$ cat config.mk
export PLATFORM = sky130hd
export DESIGN_NAME = se_tone
export DESIGN_NICKNAME = d
export VERILOG_FILES = /design/src/rtl/se_tone.sv
export SDC_FILE = /design/constraint.sdc
export NUM_CORES = 1
export LEC_CHECK = 0
export BUFFER_PORTS_ARGS = -buffer_cell sky130_fd_sc_hd__buf_2
export CAP_MARGIN = 25
export CORE_AREA = 2 2 146 148
export DETAILED_ROUTE_END_ITERATION = 7
export DIE_AREA = 0 0 148 150
export GPL_TIMING_DRIVEN = 0
export PLACE_DENSITY_LB_ADDON = 0.25
export SYNTH_ARGS = -nofsm -noshare
export SYNTH_HDL_FRONTEND = slang
export SYNTH_SLANG_ARGS = --single-unit
export TNS_END_PERCENT = 10
$ cat constraint.sdc
create_clock -name iClock -period 9.9 [get_ports iClock]
set_input_delay 1.98 -clock iClock [delete_from_list [all_inputs] [get_ports iClock]]
set_output_delay 1.98 -clock iClock [all_outputs]
set_load 0.05 [all_outputs]
$ cat src/rtl/se_tone.sv
// Square-wave tone generator: converts a requested frequency in Hz into a half-period
// cycle count with a restoring divider and toggles oAudio only at waveform edges.
module se_tone #(
    parameter int CLK_HZ = 50_000_000,
    parameter int FREQ_W = 16,
    parameter int CNT_W  = 32
) (
    input  logic              iClock,
    input  logic              iReset_n,
    input  logic              iEnable,
    input  logic [FREQ_W-1:0] iFreq,
    output logic              oAudio,
    output logic              oActive,
    output logic              oBusy
);

    // state   | meaning
    // --------+---------------------------------------------------------
    // S_IDLE  | output parked low, divider cleared, waiting for a request
    // S_START | first divide in flight, waiting for pend_valid
    // S_RUN   | square wave running, half-period from half_q
    // S_DRAIN | request dropped while high; finish the high level, then idle
    localparam logic [1:0] S_IDLE  = 2'd0;
    localparam logic [1:0] S_START = 2'd1;
    localparam logic [1:0] S_RUN   = 2'd2;
    localparam logic [1:0] S_DRAIN = 2'd3;

    localparam int               ITW       = $clog2(CNT_W + 1);
    localparam logic [CNT_W-1:0] DIV       = CNT_W'(CLK_HZ / 2);
    localparam logic [ITW-1:0]   ITER_INIT = ITW'(CNT_W);

    logic [1:0]        state_q, state_d;
    logic              audio_q, audio_d;
    logic [CNT_W-1:0]  cnt_q, cnt_d;
    logic [CNT_W-1:0]  half_q, half_d;
    logic [CNT_W-1:0]  pend_half_q, pend_half_d;
    logic              pend_valid_q, pend_valid_d;
    logic [FREQ_W-1:0] last_freq_q, last_freq_d;
    logic              busy_q, busy_d;
    logic [ITW-1:0]    iter_q, iter_d;
    logic [FREQ_W-1:0] rem_q, rem_d;
    logic [CNT_W-1:0]  quo_q, quo_d;

    logic              req;
    logic              div_start;
    logic              div_done;
    logic              tc;
    logic              pend_clr;
    logic              go_idle;
    logic [FREQ_W:0]   rem_sh;
    logic              rem_ge;
    logic [CNT_W-1:0]  quo_next;
    logic [CNT_W-1:0]  h_calc;

    assign req       = iEnable && (iFreq != '0);
    assign div_start = !busy_q && req && (iFreq != last_freq_q);
    assign div_done  = busy_q && (iter_q == ITW'(1));
    assign tc        = (cnt_q == (half_q - CNT_W'(1)));

    // One restoring step: shift the next dividend bit into the partial remainder.
    assign rem_sh   = {rem_q, quo_q[CNT_W-1]};
    assign rem_ge   = (rem_sh >= {1'b0, last_freq_q});
    assign quo_next = {quo_q[CNT_W-2:0], rem_ge};
    assign h_calc   = (quo_next == '0) ? CNT_W'(1) : quo_next;

    always_comb begin
        state_d  = state_q;
        audio_d  = audio_q;
        cnt_d    = cnt_q;
        half_d   = half_q;
        pend_clr = 1'b0;
        go_idle  = 1'b0;
        case (state_q)
            S_IDLE: begin
                cnt_d   = '0;
                audio_d = 1'b0;
                if (div_start) begin
                    state_d = S_START;
                end
            end
            S_START: begin
                if (!req) begin
                    go_idle = 1'b1;
                end else if (pend_valid_q) begin
                    half_d   = pend_half_q;
                    pend_clr = 1'b1;
                    cnt_d    = '0;
                    state_d  = S_RUN;
                end
            end
            default: begin
                if (tc) begin
                    audio_d = !audio_q;
                    cnt_d   = '0;
                    if (pend_valid_q) begin
                        half_d   = pend_half_q;
                        pend_clr = 1'b1;
                    end
                end else begin
                    cnt_d = cnt_q + CNT_W'(1);
                end
                // The toggle is resolved first, so a terminal count that lands low ends the tone.
                if (req) begin
                    state_d = S_RUN;
                end else if (audio_d) begin
                    state_d = S_DRAIN;
                end else begin
                    go_idle = 1'b1;
                end
            end
        endcase
        if (go_idle) begin
            state_d = S_IDLE;
            audio_d = 1'b0;
            cnt_d   = '0;
        end
    end

    always_comb begin
        busy_d       = busy_q;
        iter_d       = iter_q;
        rem_d        = rem_q;
        quo_d        = quo_q;
        last_freq_d  = last_freq_q;
        pend_half_d  = pend_half_q;
        pend_valid_d = pend_clr ? 1'b0 : pend_valid_q;
        if (busy_q) begin
            rem_d  = rem_ge ? FREQ_W'(rem_sh - {1'b0, last_freq_q}) : rem_sh[FREQ_W-1:0];
            quo_d  = quo_next;
            iter_d = iter_q - ITW'(1);
            if (div_done) begin
                busy_d       = 1'b0;
                pend_valid_d = 1'b1;
                pend_half_d  = h_calc;
            end
        end else if (div_start) begin
            busy_d      = 1'b1;
            iter_d      = ITER_INIT;
            rem_d       = '0;
            quo_d       = DIV;
            last_freq_d = iFreq;
        end
        // Clearing last_freq forces a fresh divide on the next trigger, even at the same frequency.
        if (go_idle) begin
            busy_d       = 1'b0;
            pend_valid_d = 1'b0;
            last_freq_d  = '0;
        end
    end

    always_ff @(posedge iClock) begin
        if (!iReset_n) begin
            state_q      <= S_IDLE;
            audio_q      <= 1'b0;
            cnt_q        <= '0;
            half_q       <= '0;
            pend_half_q  <= '0;
            pend_valid_q <= 1'b0;
            last_freq_q  <= '0;
            busy_q       <= 1'b0;
            iter_q       <= '0;
            rem_q        <= '0;
            quo_q        <= '0;
        end else begin
            state_q      <= state_d;
            audio_q      <= audio_d;
            cnt_q        <= cnt_d;
            half_q       <= half_d;
            pend_half_q  <= pend_half_d;
            pend_valid_q <= pend_valid_d;
            last_freq_q  <= last_freq_d;
            busy_q       <= busy_d;
            iter_q       <= iter_d;
            rem_q        <= rem_d;
            quo_q        <= quo_d;
        end
    end

    assign oAudio  = audio_q;
    assign oActive = (state_q == S_RUN) || (state_q == S_DRAIN);
    assign oBusy   = busy_q;

endmodule
## Word level (Yosys, flattened, before mapping)

Index checks and enable logic that the tools add are counted.

| word-level totals | value |
|---|---|
| bits in registers | 171 |
| bits in read-only memories | 0 |
| logic and storage cells | 87 |
| output and inout bits | 3 |
| RAM bits | 0 |
| memories | 0 |
| latch bits | 0 |
| input bits | 19 |

| operators by class | value |
|---|---|
| shifts and indexed selects | 0 |
| add/subtract/negate cells | 4 |
| reductions and logical operators | 20 |
| equality and inequality tests | 9 |
| div/mod/pow operators | 0 |
| muxes and demuxes | 39 |
| order comparisons | 1 |
| multipliers | 0 |
| bitwise logic cells | 3 |

Operators by type and width:

| kind | number |
|---|---|
| two-way mux 32 bit | 9 |
| one-hot mux 32 bit (2 select lines) | 2 |
| two-way mux 16 bit | 3 |
| adder 32 x 1 -> 32 bit (second input constant) | 1 |
| equality test 32 bit | 1 |
| zero test 32 bit | 1 |
| subtractor 32 x 1 -> 32 bit (second input constant) | 1 |
| greater-or-equal comparator 17 x 16 -> 1 bit | 1 |
| != test 16 bit | 1 |
| nonzero test 16 bit | 1 |
| subtractor 16 bit | 1 |
| two-way mux 1 bit | 14 |
| two-way mux 6 bit | 2 |
| two-way mux 2 bit | 5 |
| equality test 6 x 1 -> 1 bit (second input constant) | 1 |
| != test 2 bit (second input constant) | 3 |
| one-hot mux 1 bit (2 select lines) | 3 |
| AND reduction 2 bit | 3 |
| subtractor 6 x 1 -> 6 bit (second input constant) | 1 |
| equality test 2 bit (second input constant) | 2 |
| logical AND 1 bit | 4 |
| one-hot mux 2 bit (2 select lines) | 1 |
| AND reduction 4 bit | 1 |
| nonzero test 2 bit | 2 |
| other kinds (8) | 12 |

## Logic depth before layout (Yosys ltp)

| depth | value |
|---|---|
| word-level depth | 8 |
| depth in mapped cells | 13 |
| depth with buffers taken out | 12 |

## Worst setup path before layout

OpenSTA, ideal clock, no wires.

| timing path | value |
|---|---|
| path type | input port to flip-flop |
| from | input iFreq[1] |
| to | register cnt_q[30] |
| setup time | 121 ps |
| arrival time | 4,102 ps |
| path slack | 5,677 ps |
| buffers on the path | 1 |
| stages on the path | 10 |
| required time | 9,779 ps |
| path through | nor4_1 a41oi_1 a21oi_1 or3_1 or2_2 clkbuf_1 nor2_1 and3_1 xnor2_1 nor3_2 |

| on the way | value |
|---|---|
| cells in the longest elaborated chain, start to end | 5 |
| elaborated cells on any way between the ends | 8 |
| those cells by class | eq/ne (1); mux (3); reduce/logical (4) |

Ends and longest elaborated chain:

| what | line | source |
|---|---|---|
| start: declaration | 11 | `input logic [FREQ_W-1:0] iFreq,` |
| nonzero test 16 bit * | 55 | `assign req = iEnable && (iFreq != '0);` |
| logical AND 1 bit * | 55 |  |
| two-way mux 1 bit (on tied branches) | 103, 82 |  |
| one-hot mux 1 bit (2 select lines) | 73 | `case (state_q)` |
| OR reduction 2 bit (no source line) | -- |  |
| end signal: assignment | 167 | `cnt_q <= cnt_d;` |
| end: declaration | 34 | `logic [CNT_W-1:0] cnt_q, cnt_d;` |

Mark *: on every way between the ends. The rest lies on a longest branch, timed or not.
A chain may end at the register's enable or synchronous reset.

## Worst setup path in the final report

Same ends and word-level chain as after synthesis.

==> flow_metrics.py <==
metrics = {
    "placement": {
        "placed_area_um2": 9550,
        "place_congestion": 0.866,
        "hpwl_mm": 17.5,
        "io_buffers": 20,
    },
    "drt": {
        "wl_per_cell_um": 15.8,
        "wirelength_mm": 23.5,
        "vias": 7982,
        "firstDrtPassIters": 6,
        "first_iter_violations": 408,
        "ant_nets": 0,
        "drt-vias-per-instance": 5.38,
        "drc": 0,
    },
    "synthesis": {
        "netlist_area_um2": 9100,
        "synthFlopType": "dfxtp_1",
        "ys_types": 67,
        "yosys.area_share.xor_xnor_pct": 8.76,
        "synth-async-reset-ratio_pct": 0,
        "synth_compound_area_share_pct": 15.7,
        "synth_warnings": 0,
        "synth_mux_area_share_pct": 0.330,
        "netlist_instances": 1157,
        "synth_fa_ha_area_share_pct": 2.97,
        "yosys.area_share.simple_pct": 29.7,
        "yosys_register_bits": 171,
        "synth_top_family_by_area": "simple AND/OR/NAND/NOR gates",
        "avgSynthCellArea_um2": 7.87,
        "synth_edf_count": 0,
        "postSynthNetCount": 1197,
        "synth-seq-area-share_pct": 37.6,
    },
    "timing": {
        "hold_ws_ns": 0.456,
        "report.final.hold_viol_count": 0,
        "fmax_mhz": 213,
        "setup_viol": 0,
        "drv_slew": 0,
        "final.min_clock_period_ns": 4.70,
        "period_share_pct": 47.5,
        "rsz0062_at_grt": "no",
        "tightestPinTransition_ns": 0.852,
        "slew_headroom_pct": 43.2,
        "final.setup.tns_ns": 0,
        "fin_worst_skew_ns": 0.0104,
    },
    "cells_and_area": {
        "layout-area-overhead-vs-synth_pct": 11.6,
        "final_common_cell": "nand2_1",
        "n_antenna_cell": 0,
        "nets": 1237,
        "layout_common_cells": "nand2_1, dfxtp_1, o21ai_0",
        "fillCellCount": 2056,
        "final_area_um2": 10200,
        "layout-drive-gt1-share_pct": 9.01,
    },
    "clock_network": {
        "clkLatencyLatePin_ns": 0.43,
        "cts_buffer_depth": 2,
        "htree_levels": 4,
        "postCtsSetupBuffers": 0,
        "ctsHoldBuffers": 0,
        "cts_tree": "yes",
        "cts.sink_count": 171,
        "path_clk_slew_ns": 0.07,
        "cts_root_buf": "clkbuf_16",
        "cts_buffers": 17,
        "cts_resized": 0,
    },
    "critical_path": {
        "cp.arrival_ns": 5.02,
        "path_buf_inv": 2,
        "cpPeakStageDelay_ns": 0.62,
        "worstPathCellList": "buf_2 -> nor4_1 -> a41oi_1 -> a21oi_1 -> or3_1 -> or2_2 -> clkbuf_1 -> nor2_1 -> and3_1 -> xnor2_1 -> nor3_2",
        "worstPathRequired_ns": 10.22,
        "slowest_stage": "a41oi_1",
        "cp-end-kind": "flop",
        "start_kind": "input port",
        "crit_family": "simple AND/OR/NAND/NOR gates",
        "critPathKind": "input port to flop",
        "cp_max_fo": 9,
    },
    "floorplanning": {
        "row_count": 53,
        "die_area_um2": 22200,
        "io-pin-count": 22,
        "core_um2": 20700,
        "die_h_um": 150,
        "chipWidth_um": 148,
        "start_util_pct": 44.0,
    },
    "global_routing": {
        "grtUsageMet3_pct": 3.41,
        "met2_usage_pct": 38.2,
        "gr-max-usage-layer": "met2",
        "grt_pass1_vias": 7599,
        "grt_antenna_before_repair": 0,
        "grt_pass1_wl_mm": 38.5,
        "grt-ovfl-total": 0,
        "use_met1_pct": 26.7,
        "grt_usage_pct": 21.5,
        "grt_max_degree": 17,
    },
    "run": {
        "drv_cap": 0,
    },
    "pwr": {
        "p_leak_uw": 0.00369,
        "power.total_uw": 2160,
        "irDropWorstVdd_v": 0.000180,
        "cellPowerDensity_nw_per_um2": 212,
    },
    "status": {
        "status": "complete, no violations",
    },
    "worst_hold_path": {
        "hold_path.class": "flop to flop",
    },
}
[registers in the layout, summed over array words and instances, names as in the netlist]
name	count
pend_valid_q	1
rem_q	16
half_q	32
oAudio	1
last_freq_q	16
oBusy	1
quo_q	32
pend_half_q	32
cnt_q	32
state_q	2
iter_q	6
[path summary, 6_finish.rpt]
check | end | startpoint | slack, ns | cells after the start
max | cnt_q[30] | iFreq[1] | 5.20 | 11
min | half_q[26] | pend_half_q[26] | 0.46 | 2
max reg2reg | rem_q[13] | last_freq_q[1] | 5.96 | 12
min reg2reg | half_q[26] | pend_half_q[26] | 0.46 | 2
[cell type report]
class                           instances  area (um^2)  area share (%)
Clock inverter                         12          163            1.60
Timing Repair Buffer                   21          105            1.03
Tap cell                              275          344            3.39
Buffer                                 72          327            3.21
Multi-Input combinational cell        883         5240            51.5
Clock buffer                           20          447            4.40
Inverter                               31          116            1.15
Sequential cell                       171         3420            33.7
[report_power, final]
group	leakage, uW	internal, uW	switching, uW	total [uW]
sequential	0.00139	726	33.6	760
combinational	0.00201	263	432	696
clock	0.000292	408	293	700
total	0.00369	1400	759	2160
[metrics by stage]
stage / util [%] / setup slack [ns] / std cells
4_1_cts: 49.1 / 5.26 / 1485
2_1_floorplan: - / 5.68 / 1157
6_report: 49.1 / 5.20 / 1485
5_1_grt: 49.1 / 4.96 / 1485
3_5_place_dp: 46.2 / 4.85 / 1453
3_3_place_gp: 46.1 / 4.57 / 1452
[cells in the mapped netlist, types with 20 or more instances]
master	n	area, um^2
nand3_1	58	290
nor4_1	26	163
nor3_2	30	300
inv_1	31	116
dfxtp_1	171	3420
nand2_1	212	796
clkbuf_1	55	206
ha_1	20	250
and2_1	26	163
o21ai_0	104	521
nor2_1	54	203
xor2_1	54	473
a21oi_1	86	430
xnor2_1	37	324
[layer usage]
layer  vias to the layer above  share of wire, %
met2                       104                49
li1                       4093                 -
met5                         -                 0
met1                      3756                46
met4                         0               2.3
met3                        29               2.3
[cell families (layout without fill, tap and decap cells)]
family / after synthesis / after routing
AND/OR/NAND/NOR: 519 / 519
AO/OA/AOI/OAI: 249 / 249
flip-flops: 171 / 171
buffers and inverters: 103 / 156
XOR/XNOR: 91 / 91
adder cells (fa/ha/maj): 21 / 21
multiplexers: 3 / 3
[tightest hold or removal path, stage by stage, from the launching register on]
cell and delay, ns:
dfxtp_1 0.31, nand2_1 0.05, o21ai_0 0.06
Power figures use the tool's default switching activity.
